===== config.mk =====
export PLATFORM = sky130hd
export DESIGN_NAME = imm_gen_pipe
export DESIGN_NICKNAME = d
export VERILOG_FILES = /design/src/rtl/imm_pkg.sv /design/src/rtl/imm_decode.sv /design/src/rtl/imm_gen_pipe.sv
export SDC_FILE = /design/constraint.sdc
export NUM_CORES = 1
export LEC_CHECK = 0
export ABC_AREA = 1
export BUFFER_PORTS_ARGS = -buffer_cell sky130_fd_sc_hd__buf_4
export CAP_MARGIN = 20
export CORE_MARGIN = 2
export CORE_UTILIZATION = 30
export DETAILED_ROUTE_END_ITERATION = 6
export GPL_ROUTABILITY_DRIVEN = 0
export RECOVER_POWER = 100
export SYNTH_ARGS = -nofsm -noshare
export SYNTH_HDL_FRONTEND = slang
export SYNTH_SLANG_ARGS = --single-unit

===== constraint.sdc =====
create_clock -name clk -period 2.4 [get_ports clk]
set_input_delay 0.36 -clock clk [delete_from_list [all_inputs] [get_ports clk]]
set_output_delay 0.36 -clock clk [all_outputs]
set_load 0.05 [all_outputs]

===== src/rtl/imm_pkg.sv =====
// Shared definitions for the pipelined immediate generator: immediate-type
// encodings, handshake state encoding and the registered result record.
package imm_pkg;

  localparam logic [2:0] IMM_I = 3'b000;
  localparam logic [2:0] IMM_S = 3'b001;
  localparam logic [2:0] IMM_B = 3'b010;
  localparam logic [2:0] IMM_J = 3'b011;
  localparam logic [2:0] IMM_U = 3'b100;
  localparam logic [2:0] IMM_Z = 3'b101;

  // Result record is sized for the widest legal configuration; TAG_W <= 16.
  localparam int IMM_XLEN_MAX = 64;
  localparam int IMM_TAG_MAX  = 16;

  typedef enum logic [1:0] {
    ST_EMPTY = 2'b00,
    ST_FULL  = 2'b01,
    ST_SKID  = 2'b10
  } state_e;

  typedef struct packed {
    logic                    illegal;
    logic [IMM_TAG_MAX-1:0]  tag;
    logic [IMM_XLEN_MAX-1:0] imm;
  } imm_res_t;

endpackage


===== src/rtl/imm_decode.sv =====
// Combinational RISC-V immediate decode and sign extension to XLEN.
// CSR zimm (type Z) decoding is enabled by defining IMM_ZICSR_EN.
module imm_decode
  import imm_pkg::*;
#(
  parameter int XLEN = 32
) (
  input  logic [24:0]     inm,
  input  logic [2:0]      imm_src,
  output logic [XLEN-1:0] imm,
  output logic            illegal
);

  logic [31:0] imm32;

  // Assemble the 32-bit immediate; inm[k] corresponds to instr[k+7].
  always_comb begin
    imm32   = 32'd0;
    illegal = 1'b0;
    case (imm_src)
      IMM_I: imm32 = {{20{inm[24]}}, inm[24:13]};
      IMM_S: imm32 = {{20{inm[24]}}, inm[24:18], inm[4:0]};
      IMM_B: imm32 = {{19{inm[24]}}, inm[24], inm[0], inm[23:18], inm[4:1], 1'b0};
      IMM_J: imm32 = {{11{inm[24]}}, inm[24], inm[12:5], inm[13], inm[23:14], 1'b0};
      IMM_U: imm32 = {inm[24:5], 12'd0};
`ifdef IMM_ZICSR_EN
      IMM_Z: imm32 = {27'd0, inm[12:8]};
`else
      IMM_Z: begin
        imm32   = 32'd0;
        illegal = 1'b1;
      end
`endif
      default: begin
        imm32   = 32'd0;
        illegal = 1'b1;
      end
    endcase
  end

  // Widen to XLEN; every 32-bit form is already correct at bit 31 for extension.
  always_comb begin
    imm        = {XLEN{imm32[31]}};
    imm[31:0]  = imm32;
  end

endmodule


===== src/rtl/imm_gen_pipe.sv =====
// Registered immediate generator with a one-entry skid buffer on a valid/ready
// handshake. Optional CSR zimm decoding is controlled by the IMM_ZICSR_EN macro.
module imm_gen_pipe
  import imm_pkg::*;
#(
  parameter int XLEN  = 32,
  parameter int TAG_W = 5
) (
  input  logic             clk,
  input  logic             reset,
  input  logic             in_valid,
  output logic             in_ready,
  input  logic [24:0]      inm,
  input  logic [2:0]       imm_src,
  input  logic [TAG_W-1:0] in_tag,
  output logic             out_valid,
  input  logic             out_ready,
  output logic [XLEN-1:0]  imm_ext,
  output logic [TAG_W-1:0] out_tag,
  output logic             illegal
);

  state_e   state_q, state_d;
  imm_res_t out_q, out_d;
  imm_res_t skid_q, skid_d;
  imm_res_t dec_res;
  logic     in_ready_q, in_ready_d;
  logic [XLEN-1:0] dec_imm;
  logic     dec_illegal;
  logic     push, pop;

  imm_decode #(.XLEN(XLEN)) u_decode (
    .inm     (inm),
    .imm_src (imm_src),
    .imm     (dec_imm),
    .illegal (dec_illegal)
  );

  // Pack the decoded request into the storage record.
  always_comb begin
    dec_res                  = '0;
    dec_res.illegal          = dec_illegal;
    dec_res.tag[TAG_W-1:0]   = in_tag;
    dec_res.imm[XLEN-1:0]    = dec_imm;
  end

  assign push = in_valid && in_ready;
  assign pop  = out_valid && out_ready;

  // Next-state logic of the output/skid occupancy FSM.
  always_comb begin
    state_d = state_q;
    case (state_q)
      ST_EMPTY: if (push) state_d = ST_FULL; else state_d = ST_EMPTY;
      ST_FULL: begin
        if (push && !pop)      state_d = ST_SKID;
        else if (!push && pop) state_d = ST_EMPTY;
        else                   state_d = ST_FULL;
      end
      ST_SKID: if (pop) state_d = ST_FULL; else state_d = ST_SKID;
      default: state_d = ST_EMPTY;
    endcase
  end

  // Datapath loads; in_ready is precomputed so it never sees out_ready combinationally.
  always_comb begin
    out_d  = out_q;
    skid_d = skid_q;
    case (state_q)
      ST_EMPTY: if (push) out_d = dec_res; else out_d = out_q;
      ST_FULL: begin
        if (push && pop) out_d  = dec_res;
        else if (push)   skid_d = dec_res;
        else             out_d  = out_q;
      end
      ST_SKID: if (pop) out_d = skid_q; else out_d = out_q;
      default: out_d = out_q;
    endcase
    in_ready_d = (state_d != ST_SKID);
  end

  // State and data registers.
  always_ff @(posedge clk) begin
    if (reset) begin
      state_q    <= ST_EMPTY;
      out_q      <= '0;
      skid_q     <= '0;
      in_ready_q <= 1'b1;
    end else begin
      state_q    <= state_d;
      out_q      <= out_d;
      skid_q     <= skid_d;
      in_ready_q <= in_ready_d;
    end
  end

  // Outputs; reset masks both handshakes so nothing transfers during reset.
  always_comb begin
    out_valid = (state_q != ST_EMPTY) && !reset;
    in_ready  = in_ready_q && !reset;
    imm_ext   = out_q.imm[XLEN-1:0];
    out_tag   = out_q.tag[TAG_W-1:0];
    illegal   = out_q.illegal;
  end

endmodule


# After elaboration in Yosys (flattened, before gate mapping)
# Index checks and enable logic that the tools add are counted.
# Widths: inputs -> output; s select.
dict set report classes {
  n_eq_ne 10
  muxes 11
  bitwise 1
  reduce_logical 17
}
# op count
set op_table {}
lappend op_table {{$mux 81} 3}
lappend op_table {{$pmux 81 s3} 1}
lappend op_table {{$pmux 32 s5} 1}
lappend op_table {{$ne 2x2->1 const B} 4}
lappend op_table {{$logic_and 1x1->1} 7}
lappend op_table {{$eq 3x2->1 const B} 2}
lappend op_table {{$pmux 2 s3} 1}
lappend op_table {{$reduce_or 5->1} 1}
lappend op_table {{$mux 2} 2}
lappend op_table {{$reduce_and 4->1} 1}
lappend op_table {{$eq 3x1->1 const B} 1}
lappend op_table {{$eq 3x3->1 const B} 1}
lappend op_table {{$logic_not 1->1} 3}
lappend op_table {{$logic_not 3->1} 1}
lappend op_table {{$mux 1} 3}
lappend op_table {{$reduce_and 3->1} 1}
lappend op_table {{$reduce_bool 3->1} 1}
lappend op_table {{$eq 2x1->1 const B} 1}
lappend op_table {{$eq 2x2->1 const B} 1}
lappend op_table {{$logic_not 2->1} 1}
lappend op_table {{$reduce_bool 2->1} 1}
lappend op_table {{$not 1->1} 1}
dict set report word_totals {
  ff_bits 79
  inputBits 37
  out_inout_bits 40
}

# Logic depth before layout (Yosys ltp)
dict set report logic_depth {
  word_depth 9
  depth_mapped 14
  depth_no_buf 13
}

# Cells and area by module
# Synthesis repeated with hierarchy kept, for this count alone.
dict set report hier_totals {
  cells_unflattened 664
  area_unflattened_um2 4219.0
}
# module instances cells_per_inst area_each_um2
set by_module_without_submodules {}
lappend by_module_without_submodules {imm_gen_pipe 1 582 3836.2}
lappend by_module_without_submodules {imm_decode 1 82 382.9}

# Worst setup path after synthesis
# OpenSTA, ideal clock, no wires.
dict set report synth_timing {
  path_kind {register to register}
  start {register state_q[0]}
  end {register out_q (netlist bit imm_ext[20])}
  setup_ns 0.112
  arrival_ns 1.604
  required_ns 2.288
  slack_ns 0.684
  stages_incl_launch_ff 14
  path_buffers 1
  synth_period_minus_slack_ns 1.716
  path_cell_list {dfxtp_1 inv_1 nand2_1 nand3_2 inv_1 ha_1 inv_1 nand2_1 nand2_1 a21oi_4 nand2_2 clkbuf_1 nor2_1 nor2_1}
}
dict set report synth_between {
  elab_chain_cells 6
  word_cells_on_any_way 13
  cone_classes {eq/ne: 5; mux: 1; reduce/logical: 7}
}
# element line
set synth_rtl {}
lappend synth_rtl {{start: declaration} imm_gen_pipe.sv:23} ;# state_e state_q, state_d;
lappend synth_rtl {{start signal: assignment} imm_gen_pipe.sv:90} ;# state_q <= state_d;
lappend synth_rtl {{$reduce_bool 2->1} imm_gen_pipe.sv:99} ;# out_valid = (state_q != ST_EMPTY) && !reset;
lappend synth_rtl {{$logic_and 1x1->1} imm_gen_pipe.sv:99}
lappend synth_rtl {{$logic_and 1x1->1} imm_gen_pipe.sv:48} ;# assign pop = out_valid && out_ready;
lappend synth_rtl {{$logic_and 1x1->1} imm_gen_pipe.sv:72} ;# if (push && pop) out_d = dec_res;
lappend synth_rtl {{$ne 2x2->1 (no source line)} -}
lappend synth_rtl {{$reduce_and 4->1 (no source line)} -}
lappend synth_rtl {{end signal: assignment} imm_gen_pipe.sv:91} ;# out_q <= out_d;
lappend synth_rtl {{end: declaration} imm_gen_pipe.sv:24} ;# imm_res_t out_q, out_d;
# Parallel ways exist; a longest one is shown, timed or not.
# A chain may end at the register's enable or synchronous reset.

# Worst setup path in the final report
dict set report layout_timing {
  start {register in_ready_q}
  end {register skid_q[27] (netlist name)}
}
dict set report layout_between {
  elab_chain_cells 5
}
# element line
set layout_rtl {}
lappend layout_rtl {{start: declaration} imm_gen_pipe.sv:27} ;# logic in_ready_q, in_ready_d;
lappend layout_rtl {{start signal: assignment} imm_gen_pipe.sv:93} ;# in_ready_q <= in_ready_d;
lappend layout_rtl {{$logic_and 1x1->1 (*)} imm_gen_pipe.sv:100} ;# in_ready = in_ready_q && !reset;
lappend layout_rtl {{$logic_and 1x1->1 (*)} imm_gen_pipe.sv:47} ;# assign push = in_valid && in_ready;
lappend layout_rtl {{$logic_and 1x1->1} imm_gen_pipe.sv:72}
lappend layout_rtl {{$not 1->1 (no source line)} -}
lappend layout_rtl {{$reduce_and 3->1 (no source line) (*)} -}
lappend layout_rtl {{end signal: assignment} imm_gen_pipe.sv:92} ;# skid_q <= skid_d;
lappend layout_rtl {{end: declaration} imm_gen_pipe.sv:25} ;# imm_res_t skid_q, skid_d;
# Mark *: on every way between the ends. The rest lies on a longest branch, timed or not.

==> results_dict.tcl <==
set metrics [dict create \
    hold_class "input pin to register" \
    synth_cells 586 \
    ir_drop_mv 0.312 \
    critPathMaxFanout 24 \
    synth_area_leaders "dfxtp_1 (42%), nand2_1 (19%), nor2_1 (7.0%)" \
    cts_root_buf "clkbuf_16" \
    grt-ovfl-total 0 \
    syn_nets 626 \
    max_freq_mhz 474 \
    dr.pass1.iters 4 \
    synth.avg_cell_area_um2 6.48 \
    grt_pass1_vias 3522 \
    post_cts_buffers 0 \
    tritoncts "yes" \
    pin_count 77 \
    worstPathArrival_ns 2.33 \
    cap_violations 0 \
    path_cells "nand3_1 -> inv_1 -> ha_1 -> nand2_1 -> inv_1 -> clkbuf_1 -> nand3_1 -> o211ai_1 -> inv_1" \
    die_h_um 117 \
    synth_seq_cells 79 \
    clock-sinks 79 \
    synth_area_mm2 0.00380 \
    drc 0 \
    yosysTopAreaCellShare 0.416 \
    p_per_area_mw_per_mm2 779 \
    row_count 41 \
    layout_common_cells "nand2_1 (188), dfxtp_1 (79), nor2_1 (71)" \
    core-area_mm2 0.0125 \
    clock_latency_ns 0.34 \
    finalClockSkew_ns 0.00683 \
    cts_hold_buf 0 \
    final-hold-violation-count 0 \
    instances_no_fill 826 \
    finalSetupViolCount 0 \
    yosysUniqueCellTypes 24 \
    required_ns 2.63 \
    leakage_uw 0.00226 \
    drt_iter0_drc 211 \
    period_minus_slack_ns 2.11 \
    grt_max_degree 77 \
    rsz0062_at_grt "no" \
    ctsHtreeMaxLevel 3 \
    layout-drive-gt1-share 0.106 \
    cts.clk_slew.worst_paths_ns 0.05 \
    dp_cells 810 \
    route.vias.total 3757 \
    grtUsageTotal 0.159 \
    area_growth_pct 22.5 \
    timing.setup.tns_ns 0 \
    cts_buffer_depth 2 \
    layout_commonest_cell "nand2_1" \
    via_per_inst 4.55 \
    outcome "finished, final reports clean" \
    r2r_setup_slack_ns 0.29 \
    worst_setup_path_start_kind "register" \
    dp_hpwl_um 7160 \
    crit_top_cell "inv_1" \
    holdWs_ns 0.228 \
    final_design_area_no_fill_mm2 0.00465 \
    grt_first_pass_wirelength_um 16800 \
    routed_wirelength_um 10200 \
    crit_type "register to register" \
    end_kind "register" \
    cts_resized 0 \
    io_buffers 76 \
    nNetsFinal 689 \
    worst_slew_pin_slew_ns 0.816 \
    yosys_warnings 0 \
    die_x_um 117 \
    final_util 0.373 \
    die_area_mm2 0.0136 \
    place_area_mm2 0.00453 \
    seq_area_frac_synth 0.416 \
    relSlewSlack 0.456 \
    n_antenna_cell 0 \
    wire_per_inst_um 12.3 \
    maxSlewViolCount 0 \
    crit_path_max_incr_delay_ns 0.55 \
    timing.final.crit_share 0.879 \
    synth_top_area_cell "dfxtp_1" \
    initial_utilization 0.305 \
    ant_nets 0 \
    antenna_found_initial 0 \
    numCtsBuffers 9 \
    cp_slowest_cell "inv_1" \
]
## where the power goes
group	internal, uW	switching, uW	total (uW)
Sequential	1410	52.4	1460
Clock	829	521	1350
Combinational	208	602	810
Total	2450	1180	3620
## through the flow
stage	total power, uW	setup WS, ns
2_1_floorplan	2110	0.684
3_3_place_gp	2370	0.403
3_5_place_dp	2380	0.301
4_1_cts	3730	0.386
5_1_grt	3810	0.0802
6_report	3620	0.291
## sequential cells by signal, summed over array words and instances, names as in the netlist
register    cells
skid_q         38
imm_ext        32
out_tag         5
state_q         2
illegal         1
in_ready_q      1
## cell families after synthesis
family | share of synthesized area
adders and majority gates | 0.00988
buffers and inverters | 0.105
and+or+nand+nor | 0.310
DFF | 0.416
AOI/OAI and AO/OA | 0.158
## Yosys cell counts
| library cell | count |
|---|---|
| ha_1 | 3 |
| nand2_2 | 2 |
| buf_2 | 14 |
| clkbuf_1 | 19 |
| nand2_1 | 188 |
| o211ai_1 | 13 |
| dfxtp_1 | 79 |
| a31oi_1 | 8 |
| o21ai_2 | 1 |
| buf_1 | 1 |
| o21ai_0 | 28 |
| nor2_1 | 71 |
| o21ai_1 | 23 |
| inv_1 | 60 |
| nand3_1 | 32 |
| o21a_1 | 4 |
| nand3_2 | 1 |
| nor2_4 | 1 |
| buf_4 | 1 |
| inv_2 | 6 |
| a21oi_1 | 27 |
| nand4_1 | 2 |
| a21oi_4 | 1 |
| a22oi_1 | 1 |
## layer usage
layer / wire [um] / part of all wire / up-vias / global-route usage
met3: 585 / 0.058 / 10 / 0.0384
met2: 4570 / 0.45 / 86 / 0.253
met1: 4850 / 0.48 / 1693 / 0.208
li1: - / - / 1968 / -
met4: 150 / 0.015 / 0 / 0.0579
met5: 0 / 0 / - / 0
## path summary, 6_finish.rpt
kind                           startpoint                      end  cells after the start
setup / recovery    in_ready_q$_SDFF_PP1_  skid_q[27]$_SDFFE_PP0P_                      9
hold / removal                      reset    state_q[1]$_SDFF_PP0_                      2
setup reg to reg    in_ready_q$_SDFF_PP1_  skid_q[27]$_SDFFE_PP0P_                      9
hold reg to reg   skid_q[66]$_SDFFE_PP0P_  skid_q[66]$_SDFFE_PP0P_                      2
## worst max-delay path: cells and delay by family, from the launching register on
| kind | cells | cell delay (ns) |
|---|---|---|
| AO/OA/AOI/OAI | 1 | 0.10 |
| adder cells (fa/ha/maj) | 1 | 0.16 |
| flip-flops | 1 | 0.32 |
| buffers and inverters | 4 | 1.08 |
| AND/OR/NAND/NOR | 3 | 0.32 |
## cell type report
cell class,count,area (um2)
tap,172,215
fill,1318,7810
timing repair buffer,87,502
clock inverter,4,45.0
sequential,79,1580
clock buffer,12,246
multi-input combinational,406,1820
inverter,66,248
No activity file was read; power rests on OpenSTA's default activity.
